$ cat config.mk
export PLATFORM = sky130hd
export DESIGN_NAME = cpu_sram_arbiter_flat
export DESIGN_NICKNAME = d
export VERILOG_FILES = /design/src/rtl/cpu_sram_arbiter_if.sv /design/src/rtl/cpu_sram_arbiter.sv /design/src/flat_wrapper.sv
export SDC_FILE = /design/constraint.sdc
export NUM_CORES = 1
export LEC_CHECK = 0
export ABC_AREA = 1
export CAP_MARGIN = 10
export CORE_AREA = 2 2 126 128
export DETAILED_ROUTE_END_ITERATION = 10
export DIE_AREA = 0 0 128 130
export GPL_TIMING_DRIVEN = 0
export HOLD_SLACK_MARGIN = 0.02
export RECOVER_POWER = 25
export SYNTH_ARGS = -nofsm -noshare
export SYNTH_HDL_FRONTEND = slang
export SYNTH_SLANG_ARGS = --single-unit
$ cat constraint.sdc
create_clock -name clock -period 2.1 [get_ports clock]
set_input_delay 0.315 -clock clock [delete_from_list [all_inputs] [get_ports clock]]
set_output_delay 0.315 -clock clock [all_outputs]
set_load 0.02 [all_outputs]
$ cat src/rtl/cpu_sram_arbiter_if.sv
// Sram-like request/response port shared by the fetch, data and bus sides.
interface cpu_sram_arbiter_if;
  logic        request;
  logic        write;
  logic [1:0]  size;
  logic [31:0] address;
  logic [31:0] write_data;
  logic [3:0]  write_strobe;
  logic [31:0] read_data;
  logic        address_ready;
  logic        data_ready;

  // Side that issues requests and consumes responses
  modport master (
    output request, write, size, address, write_data, write_strobe,
    input  read_data, address_ready, data_ready
  );

  // Side that accepts requests and produces responses
  modport slave (
    input  request, write, size, address, write_data, write_strobe,
    output read_data, address_ready, data_ready
  );
endinterface

$ cat src/rtl/cpu_sram_arbiter.sv
// Arbitrates the fetch and data sram-like masters onto one bus port.
// Data has fixed priority; a grant is locked while the bus stalls the
// request, and an in-order owner FIFO routes each response back.
module cpu_sram_arbiter #(
  parameter int unsigned OUTSTANDING_DEPTH = 4
) (
  input  logic                 clock,
  input  logic                 reset,
  cpu_sram_arbiter_if.slave    instruction_ram,
  cpu_sram_arbiter_if.slave    data_ram,
  cpu_sram_arbiter_if.master   bus_ram
);

  localparam int unsigned PTR_W = $clog2(OUTSTANDING_DEPTH);
  localparam int unsigned CNT_W = PTR_W + 1;

  typedef enum logic {OWN_INST = 1'b0, OWN_DATA = 1'b1} owner_e;
  typedef enum logic {LOCK_IDLE = 1'b0, LOCK_HELD = 1'b1} lock_e;

  lock_e              lock_state_q, lock_state_d;
  owner_e             lock_owner_q, lock_owner_d;
  owner_e             winner;
  owner_e             head_owner;
  owner_e             owner_fifo_q [OUTSTANDING_DEPTH];
  logic [PTR_W-1:0]   wr_ptr_q, wr_ptr_d;
  logic [PTR_W-1:0]   rd_ptr_q, rd_ptr_d;
  logic [CNT_W-1:0]   count_q, count_d;
  logic               win_req;
  logic               full;
  logic               bus_req;
  logic               accept;
  logic               pop;
  logic               unused_inst_fields;

  // The fetch master is read-only; its write-side fields are ignored.
  assign unused_inst_fields = ^{instruction_ram.write, instruction_ram.size,
                                instruction_ram.write_data, instruction_ram.write_strobe};

  // Pick the winner and forward its request fields to the bus
  always_comb begin
    winner = OWN_INST;
    if (lock_state_q == LOCK_HELD) begin
      winner = lock_owner_q;
    end else if (data_ram.request) begin
      winner = OWN_DATA;
    end
    win_req = (winner == OWN_DATA) ? data_ram.request : instruction_ram.request;
    full    = (count_q == CNT_W'(OUTSTANDING_DEPTH));
    bus_req = win_req && !full && !reset;
    accept  = bus_req && bus_ram.address_ready;

    bus_ram.request      = bus_req;
    bus_ram.write        = 1'b0;
    bus_ram.size         = 2'b10;
    bus_ram.address      = instruction_ram.address;
    bus_ram.write_data   = '0;
    bus_ram.write_strobe = '0;
    if (winner == OWN_DATA) begin
      bus_ram.write        = data_ram.write;
      bus_ram.size         = data_ram.size;
      bus_ram.address      = data_ram.address;
      bus_ram.write_data   = data_ram.write_data;
      bus_ram.write_strobe = data_ram.write_strobe;
    end
  end

  // Lock next state: hold the grant only while the bus stalls our request;
  // a dropped request or an accept both fall through to LOCK_IDLE.
  always_comb begin
    lock_state_d = LOCK_IDLE;
    lock_owner_d = lock_owner_q;
    if (bus_req && !bus_ram.address_ready) begin
      lock_state_d = LOCK_HELD;
      lock_owner_d = winner;
    end
  end

  // Lock state register
  always_ff @(posedge clock) begin
    if (reset) begin
      lock_state_q <= LOCK_IDLE;
      lock_owner_q <= OWN_INST;
    end else begin
      lock_state_q <= lock_state_d;
      lock_owner_q <= lock_owner_d;
    end
  end

  // Owner FIFO pointer and occupancy update
  always_comb begin
    head_owner = owner_fifo_q[rd_ptr_q];
    pop        = !reset && bus_ram.data_ready && (count_q != '0);
    wr_ptr_d   = accept ? wr_ptr_q + PTR_W'(1) : wr_ptr_q;
    rd_ptr_d   = pop    ? rd_ptr_q + PTR_W'(1) : rd_ptr_q;
    count_d    = count_q + CNT_W'(accept) - CNT_W'(pop);
  end

  // Owner FIFO pointers and count
  always_ff @(posedge clock) begin
    if (reset) begin
      wr_ptr_q <= '0;
      rd_ptr_q <= '0;
      count_q  <= '0;
    end else begin
      wr_ptr_q <= wr_ptr_d;
      rd_ptr_q <= rd_ptr_d;
      count_q  <= count_d;
    end
  end

  // Owner FIFO storage; contents are meaningless while count is zero
  always_ff @(posedge clock) begin
    if (accept) begin
      owner_fifo_q[wr_ptr_q] <= winner;
    end
  end

  // Flag a bus response arriving with nothing outstanding
  always_ff @(posedge clock) begin
    if (!reset) begin
      assert (!(bus_ram.data_ready && (count_q == '0)))
        else $error("bus_ram_data_ready with no outstanding transaction");
    end
  end

  assign instruction_ram.address_ready = accept && (winner == OWN_INST);
  assign data_ram.address_ready        = accept && (winner == OWN_DATA);
  assign instruction_ram.data_ready    = pop && (head_owner == OWN_INST);
  assign data_ram.data_ready           = pop && (head_owner == OWN_DATA);
  assign instruction_ram.read_data     = bus_ram.read_data;
  assign data_ram.read_data            = bus_ram.read_data;

endmodule

$ cat src/flat_wrapper.sv
// flat-port wrapper written by rule: the top's interface ports become plain ports
module cpu_sram_arbiter_flat 
#(
  parameter int unsigned OUTSTANDING_DEPTH = 4
)
  (clock, reset, instruction_ram_request, instruction_ram_write, instruction_ram_size, instruction_ram_address, instruction_ram_write_data, instruction_ram_write_strobe, instruction_ram_read_data, instruction_ram_address_ready, instruction_ram_data_ready, data_ram_request, data_ram_write, data_ram_size, data_ram_address, data_ram_write_data, data_ram_write_strobe, data_ram_read_data, data_ram_address_ready, data_ram_data_ready, bus_ram_request, bus_ram_write, bus_ram_size, bus_ram_address, bus_ram_write_data, bus_ram_write_strobe, bus_ram_read_data, bus_ram_address_ready, bus_ram_data_ready);
  cpu_sram_arbiter_if instruction_ram_i ();
  cpu_sram_arbiter_if data_ram_i ();
  cpu_sram_arbiter_if bus_ram_i ();
  input  logic clock;
  input  logic reset;
  input wire logic [$bits(instruction_ram_i.request)-1:0] instruction_ram_request;
  input wire logic [$bits(instruction_ram_i.write)-1:0] instruction_ram_write;
  input wire logic [$bits(instruction_ram_i.size)-1:0] instruction_ram_size;
  input wire logic [$bits(instruction_ram_i.address)-1:0] instruction_ram_address;
  input wire logic [$bits(instruction_ram_i.write_data)-1:0] instruction_ram_write_data;
  input wire logic [$bits(instruction_ram_i.write_strobe)-1:0] instruction_ram_write_strobe;
  output wire logic [$bits(instruction_ram_i.read_data)-1:0] instruction_ram_read_data;
  output wire logic [$bits(instruction_ram_i.address_ready)-1:0] instruction_ram_address_ready;
  output wire logic [$bits(instruction_ram_i.data_ready)-1:0] instruction_ram_data_ready;
  input wire logic [$bits(data_ram_i.request)-1:0] data_ram_request;
  input wire logic [$bits(data_ram_i.write)-1:0] data_ram_write;
  input wire logic [$bits(data_ram_i.size)-1:0] data_ram_size;
  input wire logic [$bits(data_ram_i.address)-1:0] data_ram_address;
  input wire logic [$bits(data_ram_i.write_data)-1:0] data_ram_write_data;
  input wire logic [$bits(data_ram_i.write_strobe)-1:0] data_ram_write_strobe;
  output wire logic [$bits(data_ram_i.read_data)-1:0] data_ram_read_data;
  output wire logic [$bits(data_ram_i.address_ready)-1:0] data_ram_address_ready;
  output wire logic [$bits(data_ram_i.data_ready)-1:0] data_ram_data_ready;
  output wire logic [$bits(bus_ram_i.request)-1:0] bus_ram_request;
  output wire logic [$bits(bus_ram_i.write)-1:0] bus_ram_write;
  output wire logic [$bits(bus_ram_i.size)-1:0] bus_ram_size;
  output wire logic [$bits(bus_ram_i.address)-1:0] bus_ram_address;
  output wire logic [$bits(bus_ram_i.write_data)-1:0] bus_ram_write_data;
  output wire logic [$bits(bus_ram_i.write_strobe)-1:0] bus_ram_write_strobe;
  input wire logic [$bits(bus_ram_i.read_data)-1:0] bus_ram_read_data;
  input wire logic [$bits(bus_ram_i.address_ready)-1:0] bus_ram_address_ready;
  input wire logic [$bits(bus_ram_i.data_ready)-1:0] bus_ram_data_ready;
  assign instruction_ram_i.request = instruction_ram_request;
  assign instruction_ram_i.write = instruction_ram_write;
  assign instruction_ram_i.size = instruction_ram_size;
  assign instruction_ram_i.address = instruction_ram_address;
  assign instruction_ram_i.write_data = instruction_ram_write_data;
  assign instruction_ram_i.write_strobe = instruction_ram_write_strobe;
  assign instruction_ram_read_data = instruction_ram_i.read_data;
  assign instruction_ram_address_ready = instruction_ram_i.address_ready;
  assign instruction_ram_data_ready = instruction_ram_i.data_ready;
  assign data_ram_i.request = data_ram_request;
  assign data_ram_i.write = data_ram_write;
  assign data_ram_i.size = data_ram_size;
  assign data_ram_i.address = data_ram_address;
  assign data_ram_i.write_data = data_ram_write_data;
  assign data_ram_i.write_strobe = data_ram_write_strobe;
  assign data_ram_read_data = data_ram_i.read_data;
  assign data_ram_address_ready = data_ram_i.address_ready;
  assign data_ram_data_ready = data_ram_i.data_ready;
  assign bus_ram_request = bus_ram_i.request;
  assign bus_ram_write = bus_ram_i.write;
  assign bus_ram_size = bus_ram_i.size;
  assign bus_ram_address = bus_ram_i.address;
  assign bus_ram_write_data = bus_ram_i.write_data;
  assign bus_ram_write_strobe = bus_ram_i.write_strobe;
  assign bus_ram_i.read_data = bus_ram_read_data;
  assign bus_ram_i.address_ready = bus_ram_address_ready;
  assign bus_ram_i.data_ready = bus_ram_data_ready;
  cpu_sram_arbiter #(.OUTSTANDING_DEPTH(OUTSTANDING_DEPTH)) u_core (.clock(clock), .reset(reset), .instruction_ram(instruction_ram_i), .data_ram(data_ram_i), .bus_ram(bus_ram_i));
endmodule
**Word level (Yosys, flattened, before mapping)**

Memory sizes are Yosys's and may differ from the RTL's. A register that Yosys moved wholly into a read port is not among the register bits.
Index checks and enable logic that the tools add are counted.

- Memories: 1
- Bits of input ports: 180
- Output and inout bits: 140
- Bits in writable memories: 4
- Word-level logic and storage cells: 40
- Register bits after elaboration: 9

- Reductions and logical operators: 14
- $add $sub $neg: 4
- Mux-type cells: 13
- Bitwise gates (word level): 2
- Eq/ne operators: 1

Memories:

| memory | depth | bits a word | rd ports | clocked after Yosys merged registers in | write ports | RTL line | RTL |
|---|---|---|---|---|---|---|---|
| u_core.owner_fifo_q | 4 | 1 | 1 | 1 | 1 | cpu_sram_arbiter.sv:24 | `owner_e owner_fifo_q [OUTSTANDING_DEPTH];` |

Operator list:

| operator | number |
|---|---|
| 2-to-1 mux 32 bit | 2 |
| logical AND 1 bit | 10 |
| 2-to-1 mux 1 bit | 7 |
| 2-to-1 mux 2 bit | 3 |
| adder 2 x 1 -> 2 bit, second input constant | 2 |
| 2-to-1 mux 4 bit | 1 |
| adder 3 x 1 -> 3 bit | 1 |
| == test 3 bit, second input constant | 1 |
| logical NOT 1 bit | 3 |
| nonzero test 3 bit | 1 |
| subtractor 3 x 1 -> 3 bit | 1 |
| inverter 1 bit | 2 |

**Longest topological paths before layout**

- Depth in word-level cells: 8
- Mapped depth: 12
- Gate-level depth less buffers: 12

**Worst setup path before layout**

OpenSTA, ideal clock, no wires.

- Path kind: register -> register
- Start point: register u_core.count_q[1]
- End point: register u_core.count_q[2]
- Setup time: 0.121 ns
- Path buffers: 0
- Arrival: 1.884 ns
- Clock period less this slack: 2.004 ns
- Setup slack: 0.096 ns
- Cell stages (with the launch flop): 13
- Required time: 1.979 ns
- Cell sequence: dfxtp_1 -> nor2_2 -> nand2_1 -> nand3_2 -> inv_2 -> ha_1 -> inv_1 -> ha_1 -> inv_1 -> fa_1 -> xnor2_1 -> o21ai_0 -> a21oi_1

- Elaborated cells on any way between the ends: 9
- Those cells by class: add/sub: 2; eq/ne: 1; reduce/logical: 6

RTL lines:

| element | RTL line | RTL |
|---|---|---|
| from (decl) | cpu_sram_arbiter.sv:27 | `logic [CNT_W-1:0] count_q, count_d;` |
| from (signal assigned) | cpu_sram_arbiter.sv:107 | `count_q <= count_d;` |
| nonzero test 3 bit | cpu_sram_arbiter.sv:92 | `pop = !reset && bus_ram.data_ready && (count_q != '0);` |
| logical AND 1 bit | cpu_sram_arbiter.sv:92 |  |
| net u_core.pop | cpu_sram_arbiter.sv:32 | `logic pop;` |
| subtractor 3 x 1 -> 3 bit | cpu_sram_arbiter.sv:95 | `count_d = count_q + CNT_W'(accept) - CNT_W'(pop);` |

The timed path passes the listed nets, and every way through them passes these cells.
A chain may end at the register's enable or synchronous reset.

**Final worst setup path**

- Start point: input bus_ram_data_ready
- End point: register u_core.count_q[2]

- Cells in the longest elaborated chain, start to end: 3

Ends and longest elaborated chain:

| element | RTL line | RTL |
|---|---|---|
| from (decl) | flat_wrapper.sv:38 | `input wire logic [$bits(bus_ram_i.data_ready)-1:0] bus_ram_data_ready;` |
| logical AND 1 bit (2 in a row) | cpu_sram_arbiter.sv:92 |  |
| net u_core.pop | cpu_sram_arbiter.sv:32 |  |
| subtractor 3 x 1 -> 3 bit | cpu_sram_arbiter.sv:95 |  |

The timed path passes the listed nets, and every way through them passes these cells.

==> results.cfg <==
[synth]
synth-seq-area-share = 0.172
yosysTopAreaCell = buf_4
synthesis.nets = 531
ys_types = 25
syn-instance-count = 344
yosys_warnings = 0
avgSynthCellArea_um2 = 5.76
synth_seq_cells = 15
synth.area.top_cells = buf_4, nand2_1, dfxtp_1, inv_1, nor2_1
synth_top_area_share = 0.246
syn_area_um2 = 1980

[detailed_routing]
first_pass_iters = 4
routed_via_density = 3.41
drt_iter0_markers = 44
wl_per_cell_um = 11.2
num_vias = 2714
ant_nets = 0
drc = 0
wl_um = 8910

[setup_path]
r2r_start = u_core.count_q[1]
required_ns = 2.24
crit_path_start_kind = input pin
r2r_cells = 12
critPathArrivalTime_ns = 2.13
cp_max_fo = 4
worstSetupEndpoint = u_core.count_q[2]
r2r_setup_slack_ns = 0.13
startpoint = bus_ram_data_ready
worstReg2RegEnd = u_core.count_q[2]
worst-setup-path-type = in -> reg
critPathCaptureType = flop

[layout]
post-route-cell-area_um2 = 4670
synthToLayoutAreaGrowth_pct = 136
nFillCells = 1720
finalNonFillerCells = 795
final_layout_size_suffix_gt1_frac = 0.279
finalNetCount = 791
diodes = 0
register_area_um2 = 342
multi_input_area_um2 = 912

[power_and_ir_drop]
power.density_nw_per_um2 = 472
switching_power_uw = 885
peakVddDrop_mv = 0.286
p_leak_nw = 2.45
seq_power_share = 0.178
swShare = 0.402
cellInternalPower_mw = 1.32
p_clk_frac = 0.169
p_comb_frac = 0.653

[timing]
holdWs_ns = 0.453
setup_ws_ns = 0.109
finalSetupViolations = 0
fmax_ghz = 0.502
finalSetupTns_ns = 0
period_share = 0.948
drv_slew = 0
clock_skew_ns = 0.00231
finalHoldViolCount = 0
finalCriticalPeriod_ns = 1.99
rsz0062_at_grt = true
tightest_slew_ns = 0.252
max_slew_margin = 0.832

[clocking]
cts_tree = built
cts.sinks = 15
path_clk_slew_ns = 0.05
cts.htree.levels = 1
hold_buffers = 0
clockRootBuffer = clkbuf_16
numCtsBuffers = 3
cts.path.max_buffers = 2
clk-insertion-delay-late_ns = 0.25

[placement]
place_inst = 784
pre_cts_slack_ns = -0.595
dp_hpwl_um = 7730
gp_congestion = 0.709
io_buffers = 248
post_dp_cell_area_um2 = 4700

[floorplanning]
ios = 320
die_h_um = 130
core_area_um2 = 15400
dieArea_um2 = 16600
die_w_um = 128
num_rows = 46
start_util = 0.128

[run]
max_cap_violations = 0

[grt]
antenna_found_initial = 0
grt_pass1_vias = 2344
grt_overflow = 0
grt_use_total = 0.0916
grt_max_degree = 14
grt_first_pass_wirelength_um = 12000

[outcome]
status = finished clean

[hold_path]
hp-class = in -> reg
==> repair_timing <==
action,4_1_cts,5_1_grt
buffers inserted,4,3
pin swaps,2,3
endpoints found under the setup margin,78,71
resized for setup,158,106
==> layer usage <==
metal  global-route usage  share of wire  up-vias
li1                     -              -     1445
met4               0.0213         0.0073        0
met1                0.109           0.40     1125
met5                    0              0        -
met3               0.0197          0.086        4
met2                0.168           0.51      140
==> per-stage QoR <==
stage | utilization | power (mW)
2_1_floorplan | - | 1.14
3_3_place_gp | 0.305 | 1.86
3_5_place_dp | 0.305 | 1.86
4_1_cts | 0.314 | 2.22
5_1_grt | 0.303 | 2.38
6_report | 0.303 | 2.20
==> worst min path at each step <==
| stage | from | endpoint | depth (start not counted) |
|---|---|---|---|
| 6_report | reset | u_core.count_q[1] | 2 |
| 5_1_grt | reset | u_core.count_q[1] | 2 |
| 4_1_cts | reset | u_core.count_q[0] | 2 |
| 3_5_place_dp | u_core.rd_ptr_q[1] | u_core.rd_ptr_q[1] | 2 |
| 3_3_place_gp | u_core.rd_ptr_q[1] | u_core.rd_ptr_q[1] | 2 |
| 2_1_floorplan | reset | u_core.count_q[0] | 1 |
==> kinds of logic after synthesis <==
kind of cell    count (synthesis)  synth area share
buf+inv                       133             0.382
simple gates                  180             0.366
xor+xnor                        2           0.00885
compound gates                  7            0.0234
fa+ha+maj                       7            0.0480
flops                          15             0.172
==> synthesized netlist by cell type <==
cell and n:
nand2_1 114, buf_4 65, inv_1 56, nor2_1 55, dfxtp_1 11, buf_2 9
ha_1 6, a21oi_1 4, edfxtp_1 4, inv_2 2, nand2_2 2, nand3_1 2
nand3_2 2, a21oi_4 1, fa_1 1, inv_4 1, nand2_4 1, nand3_4 1
nand4_1 1, nor2_2 1, o21ai_0 1, o21ai_1 1, or2_1 1, xnor2_1 1
xor2_1 1
==> final cells by class <==
| cell class | instances | area share |
|---|---|---|
| clock buffers | 3 | 0.0161 |
| flip-flops and latches | 15 | 0.0732 |
| repair buffers | 255 | 0.488 |
| plain buffers | 74 | 0.125 |
| inverters | 59 | 0.0501 |
| well taps | 192 | 0.0514 |
| multi-input cells | 196 | 0.195 |
| clock inverters | 1 | 0.00107 |
==> cell usage in the layout, fill, tap and decap left out, types with 3 or more instances in the layout <==
cell type | synthesis | layout
nor2_1 | 55 | 55
a21oi_1 | 4 | 4
buf_2 | 9 | 20
inv_1 | 56 | 56
buf_4 | 65 | 72
dfxtp_1 | 11 | 10
dlygate4sd2_1 | 0 | 4
ha_1 | 6 | 6
edfxtp_1 | 4 | 4
nand2_1 | 114 | 114
clkdlybuf4s15_2 | 0 | 12
buf_6 | 0 | 5
clkbuf_2 | 0 | 38
clkdlybuf4s50_1 | 0 | 171
clkbuf_16 | 0 | 3
==> worst max-delay path: stages <==
cell and delay, ns:
clkdlybuf4s50_1 0.48, nand3_2 0.12, inv_2 0.09, ha_1 0.22, inv_1 0.06, ha_1 0.13, inv_1 0.05, fa_2 0.35
xnor2_2 0.15, o21ai_1 0.12, a21oi_1 0.05
==> power groups by stage <==
stage | combinational [mW] | clock, mW | sequential (mW)
2_1_floorplan | 0.752 | 0 | 0.384
3_3_place_gp | 1.47 | 0 | 0.389
3_5_place_dp | 1.47 | 0 | 0.390
4_1_cts | 1.45 | 0.386 | 0.384
5_1_grt | 1.59 | 0.399 | 0.397
6_report | 1.44 | 0.372 | 0.393
(Power assumes the default switching activity.)
